<file path="config.mk">
export PLATFORM = sky130hd
export DESIGN_NAME = draw_scheduler
export DESIGN_NICKNAME = d
export VERILOG_FILES = /design/src/rtl/draw_sched_pkg.sv /design/src/rtl/lowest_one_hot.sv /design/src/rtl/draw_scheduler.sv
export SDC_FILE = /design/constraint.sdc
export NUM_CORES = 1
export LEC_CHECK = 0
export CORE_MARGIN = 8
export CORE_UTILIZATION = 44
export CTS_CLUSTER_DIAMETER = 50
export DETAILED_ROUTE_END_ITERATION = 6
export GPL_TIMING_DRIVEN = 0
export PLACE_DENSITY = 0.88
export SLEW_MARGIN = 40
export SYNTH_ARGS = -nofsm -noshare
export SYNTH_HDL_FRONTEND = slang
export SYNTH_SLANG_ARGS = --single-unit
</file>
<file path="constraint.sdc">
create_clock -name clk -period 2.5 [get_ports clk]
set_input_delay 0.5 -clock clk [delete_from_list [all_inputs] [get_ports clk]]
set_output_delay 0.5 -clock clk [all_outputs]
set_load 0.05 [all_outputs]
</file>
<file path="src/rtl/draw_sched_pkg.sv">
// draw_sched_pkg: shared types and defaults for the draw scheduler.
// Holds FSM encoding, default sizing, VGA field widths and pixel bundle.
package draw_sched_pkg;

  localparam int DEF_NUM_REQ          = 4;
  localparam int DEF_FRAME_CYCLES     = 833333;
  localparam int DEF_MAX_GRANT_CYCLES = 8192;

  localparam int X_W = 8;
  localparam int Y_W = 7;
  localparam int C_W = 3;

  typedef enum logic [1:0] {
    ST_IDLE       = 2'd0,
    ST_SNAP       = 2'd1,
    ST_GRANT      = 2'd2,
    ST_FRAME_WAIT = 2'd3
  } state_e;

  typedef struct packed {
    logic [X_W-1:0] x;
    logic [Y_W-1:0] y;
    logic [C_W-1:0] c;
  } pix_t;

  function automatic int cnt_w(input int n);
    return (n > 1) ? $clog2(n) : 1;
  endfunction

endpackage

</file>
<file path="src/rtl/lowest_one_hot.sv">
// lowest_one_hot: isolates the lowest set bit of in_vec.
// Ports: in_vec (N) request vector, out_oh (N) one-hot or zero.
module lowest_one_hot #(
  parameter int N = 4
) (
  input  logic [N-1:0] in_vec,
  output logic [N-1:0] out_oh
);

  // Two's complement trick: x & -x keeps only the lowest one.
  assign out_oh = in_vec & (~in_vec + N'(1));

endmodule

</file>
<file path="src/rtl/draw_scheduler.sv">
// draw_scheduler: per-frame round of region redraws onto one VGA port.
// Ports: clk/reset, enable, req, pix_* per requester; gnt, frame_start,
//   plot/x/y/color_to_vga, busy, err_timeout, err_overrun.
module draw_scheduler
  import draw_sched_pkg::*;
#(
  parameter int NUM_REQ          = DEF_NUM_REQ,
  parameter int FRAME_CYCLES     = DEF_FRAME_CYCLES,
  parameter int MAX_GRANT_CYCLES = DEF_MAX_GRANT_CYCLES
) (
  input  logic                   clk,
  input  logic                   reset,
  input  logic                   enable,
  input  logic [NUM_REQ-1:0]     req,
  input  logic [NUM_REQ-1:0]     pix_valid,
  input  logic [NUM_REQ-1:0]     pix_last,
  input  logic [NUM_REQ*X_W-1:0] pix_x,
  input  logic [NUM_REQ*Y_W-1:0] pix_y,
  input  logic [NUM_REQ*C_W-1:0] pix_colour,
  output logic [NUM_REQ-1:0]     gnt,
  output logic                   frame_start,
  output logic                   plot,
  output logic [X_W-1:0]         x_to_vga,
  output logic [Y_W-1:0]         y_to_vga,
  output logic [C_W-1:0]         color_to_vga,
  output logic                   busy,
  output logic                   err_timeout,
  output logic                   err_overrun
);

  localparam int FW = cnt_w(FRAME_CYCLES);
  localparam int WW = cnt_w(MAX_GRANT_CYCLES);
  localparam logic [FW-1:0] FC_LAST = FW'(FRAME_CYCLES - 1);
  localparam logic [WW-1:0] WD_LAST = WW'(MAX_GRANT_CYCLES - 1);

  state_e             state_q, state_d;
  logic [NUM_REQ-1:0] pending_q, pending_d;
  logic [FW-1:0]      frame_cnt_q, frame_cnt_d;
  logic [WW-1:0]      wd_q, wd_d;
  logic               frame_start_q, frame_start_d;
  logic               plot_q, plot_d;
  pix_t               pix_q, pix_d;
  logic               err_timeout_q, err_timeout_d;
  logic               err_overrun_q, err_overrun_d;

  logic [NUM_REQ-1:0] low_oh;
  logic [NUM_REQ-1:0] gnt_w;
  pix_t               sel_pix;
  logic               sel_valid;
  logic               sel_last;
  logic               fc_sat;
  logic               timeout;

  lowest_one_hot #(.N(NUM_REQ)) u_low (
    .in_vec (pending_q),
    .out_oh (low_oh)
  );

  assign gnt_w = (state_q == ST_GRANT) ? low_oh : '0;

  always_comb begin
    sel_pix = '0;
    for (int i = 0; i < NUM_REQ; i++) begin
      if (gnt_w[i]) begin
        sel_pix.x = pix_x[i*X_W +: X_W];
        sel_pix.y = pix_y[i*Y_W +: Y_W];
        sel_pix.c = pix_colour[i*C_W +: C_W];
      end
    end
  end

  assign sel_valid = |(gnt_w & pix_valid);
  assign sel_last  = |(gnt_w & pix_valid & pix_last);
  assign fc_sat    = (frame_cnt_q == FC_LAST);

  always_comb begin
    state_d       = state_q;
    pending_d     = pending_q;
    frame_cnt_d   = fc_sat ? frame_cnt_q : frame_cnt_q + FW'(1);
    wd_d          = '0;
    plot_d        = 1'b0;
    pix_d         = pix_q;
    err_timeout_d = err_timeout_q;
    err_overrun_d = err_overrun_q;
    timeout       = 1'b0;

    unique case (state_q)
      ST_IDLE: begin
        frame_cnt_d = '0;
        if (enable) state_d = ST_SNAP;
      end
      ST_SNAP: begin
        pending_d = req;
        state_d   = (|req) ? ST_GRANT : ST_FRAME_WAIT;
      end
      ST_GRANT: begin
        if (sel_valid) begin
          plot_d = 1'b1;
          pix_d  = sel_pix;
        end
        wd_d    = wd_q + WW'(1);
        timeout = !sel_last && (wd_q == WD_LAST);
        if (sel_last || timeout) begin
          pending_d = pending_q & ~gnt_w;
          wd_d      = '0;
          if (timeout) err_timeout_d = 1'b1;
          if (pending_d == '0) begin
            // Frame budget already spent: start the next pass at once.
            if (fc_sat) begin
              err_overrun_d = 1'b1;
              state_d = enable ? ST_SNAP : ST_IDLE;
            end else begin
              state_d = enable ? ST_FRAME_WAIT : ST_IDLE;
            end
          end
        end
      end
      ST_FRAME_WAIT: begin
        if (fc_sat) state_d = enable ? ST_SNAP : ST_IDLE;
      end
      default: state_d = ST_IDLE;
    endcase

    // Counting from the SNAP cycle keeps passes FRAME_CYCLES apart.
    if (state_d == ST_SNAP) frame_cnt_d = '0;
    frame_start_d = (state_d == ST_SNAP);
  end

  always_ff @(posedge clk) begin
    if (reset) begin
      state_q       <= ST_IDLE;
      pending_q     <= '0;
      frame_cnt_q   <= '0;
      wd_q          <= '0;
      frame_start_q <= 1'b0;
      plot_q        <= 1'b0;
      pix_q         <= '0;
      err_timeout_q <= 1'b0;
      err_overrun_q <= 1'b0;
    end else begin
      state_q       <= state_d;
      pending_q     <= pending_d;
      frame_cnt_q   <= frame_cnt_d;
      wd_q          <= wd_d;
      frame_start_q <= frame_start_d;
      plot_q        <= plot_d;
      pix_q         <= pix_d;
      err_timeout_q <= err_timeout_d;
      err_overrun_q <= err_overrun_d;
    end
  end

  assign gnt          = gnt_w;
  assign frame_start  = frame_start_q;
  assign plot         = plot_q;
  assign x_to_vga     = pix_q.x;
  assign y_to_vga     = pix_q.y;
  assign color_to_vga = pix_q.c;
  assign busy         = (state_q != ST_IDLE);
  assign err_timeout  = err_timeout_q;
  assign err_overrun  = err_overrun_q;

endmodule

</file>
==> flow_summary.toml, run 1 <==
[pwr]
power.leakage_uw = 0.00146
irDropWorstVdd_uv = 207
p_per_area_nw_per_um2 = 519

[sta]
setup_viol = 0
rsz0062_at_grt = "no"
hold_slack_ps = 460
tightest_slew_ps = 714
timing.setup.tns_ps = 0
slew_headroom = 0.521
hold_violations = 0
slew_violations = 0
clock_skew_ps = 3.69
period_minus_slack_ps = 2390
clock.fmax_mhz = 419
fin_crit_sh = 0.956

[cells_and_area]
antenna_cells = 0
fin_cells = 545
drive_gt1_frac = 0.0968
seq_area_um2 = 1220
multi_input_area_um2 = 1710
synthToLayoutAreaGrowth_pct = 49.4
nFillCells = 507
fin_util = 0.671
fin_area_um2 = 4480
fin_nets = 551

[synth]
syn_avg_cell_area_um2 = 8.85
synth_most_common_cell = "dfxtp_1"
synth_enable_flop_cells = 0
synth.area.mux_share = 0
synthAdderAreaFrac = 0.0159
synthTopCellsByCount = "dfxtp_1 (61), nor2_1 (46), a22oi_1 (38)"
synthFlopType = "dfxtp_1"
synth_area_leader_cell = "dfxtp_1"
yosysWarnings = 0
synth_compound_area_frac = 0.242
ys_seq_elements = 61
synth_cell_types = 49
synth_top_family_by_area = "compound AO/OA/AOI/OAI gates"
yosysTopAreaCellShare = 0.407
yosys-top-cells-area = "dfxtp_1 (41%), a22oi_1 (9.5%), nor2_1 (5.8%)"
synth_cells = 339
synth-xor-area-share = 0.0788
synth-async-reset-ratio = 0
syn-num-nets = 429
syn_area_um2 = 3000
yosys.area_share.simple = 0.215
ys_seq_area_frac = 0.407

[worst_setup_path]
cp_max_fo = 10
cp.arrival_ps = 2650
critPathKind = "in2reg"
crit_required_ps = 2760
start_kind = "primary input"
cp-end-kind = "flop"

[clock_network]
cts_buffers = 9
cts-root-buf = "clkbuf_8"
cts_num_sinks = 61
cts_tree = "done"
clk_path_buf_depth = 2
clk_latency_ps = 340
h-tree-depth = 3
cts.reportedPaths.clkPinSlew_ps = 60

[placed_design]
gp_congestion = 0.888
port_buffers = 113
dp_hpwl_um = 7740
postPlaceCellArea_um2 = 4230
dp.cells = 532

[routing]
vias = 3120
drt_iter0_markers = 181
vias_per_cell = 5.72
wl_per_cell_um = 18.3
drt-pass1-iter-count = 4
drc = 0
ant_nets = 0
wl_um = 9980

[job]
maxCapViolations = 0

[global_routing]
overflow = 0
grt_pass1_vias = 3316
grt_max_degree = 11
grtUsageTotal = 0.210
grt_pass1_wl_um = 16100
antenna_found_initial = 0

[die]
core_area_um2 = 6680
rows = 30
start_util = 0.449
die_w_um = 98.6
fp.dieArea_um2 = 9710
num_io_pins = 114
fp.dieH_um = 98.6

[worst_hold_path]
hp-class = "reg2reg"

[run_status]
status = "complete, no violations"
-- area by class of cell --
class	count	area share
tap	80	0.0223
clock inverter	1	0.00112
multi-input combinational	249	0.381
buffer	21	0.0265
timing repair buffer	114	0.254
sequential	61	0.273
clock buffer	14	0.0385
inverter	5	0.00419
-- cell families after synthesis --
group | Yosys count
XOR/XNOR | 27
adder cells (fa/ha/maj) | 4
buffers and inverters | 29
AND/OR/NAND/NOR | 125
AO/OA/AOI/OAI | 93
flip-flops | 61
-- per-layer routing --
metal	wire (um)	track usage
met1	3890	0.224
met4	250	0.107
met3	901	0.0796
met5	0	0
met2	4930	0.356
-- through the flow --
step / power [uW] / worst slack (ps)
4_1_cts: 2330 / 3.68
6_report: 2330 / 111
3_5_place_dp: 1540 / -784
3_3_place_gp: 1520 / -756
5_1_grt: 2420 / 6.56
2_1_floorplan: 1300 / 41.3
-- flip-flops by register name, indices dropped and copies added (netlist names) --
register,count
state_q,2
x_to_vga,8
err_overrun,1
err_timeout,1
wd_q,13
y_to_vga,7
frame_cnt_q,20
color_to_vga,3
plot,1
frame_start,1
pending_q,4
-- worst paths after layout --
path,slack [ps],from,endpoint,cells past startpoint
max,110,pix_last[0],frame_cnt_q[15],8
min,460,wd_q[0],wd_q[0],1
max reg2reg,140,state_q[1],frame_cnt_q[19],9
min reg2reg,460,wd_q[0],wd_q[0],1
-- placed cells by master, fill, tap and decap left out, types with 4 or more instances in the layout --
| cell type | Yosys | final |
|---|---|---|
| buf_4 | 0 | 4 |
| nand2_1 | 19 | 19 |
| xnor2_1 | 14 | 14 |
| a21oi_1 | 12 | 11 |
| clkbuf_1 | 18 | 11 |
| dfxtp_1 | 61 | 60 |
| and3_1 | 6 | 6 |
| xor2_1 | 13 | 13 |
| clkbuf_8 | 0 | 13 |
| nand2b_1 | 4 | 4 |
| clkdlybuf4s50_1 | 0 | 109 |
| nand3b_1 | 4 | 4 |
| buf_2 | 5 | 4 |
| nand3_1 | 15 | 15 |
| inv_1 | 5 | 5 |
| a311oi_1 | 18 | 18 |
| nor2b_1 | 4 | 4 |
| a211oi_2 | 5 | 5 |
| a22oi_1 | 38 | 38 |
| nor2_1 | 46 | 46 |
-- critical path, stage by stage --
cell	delay (ps)
clkdlybuf4s50_1	430
and2_1	180
a32o_1	220
a311o_1	340
o21a_1	250
a32o_2	340
buf_6	170
a211oi_2	210
-- where the power goes --
part,internal [uW],switching (uW),leakage [uW]
combinational,240,265,0.000871
sequential,1000,28.6,0.000493
clock,434,355,0.0000926
-- timing repair --
item	in CTS	in global routing
setup endpoints to repair	16	29
resized for setup	39	7
hold buffers	0	0
setup buffers	0	1
pin swaps	0	1
Power figures use the tool's default switching activity.
==> inputs of run 2 (changes only) <==
- GPL_ROUTABILITY_DRIVEN: unset -> 0
==> results of run 2 <==
Same layout as run 1: the final DEF is identical, and so are final timing and power.
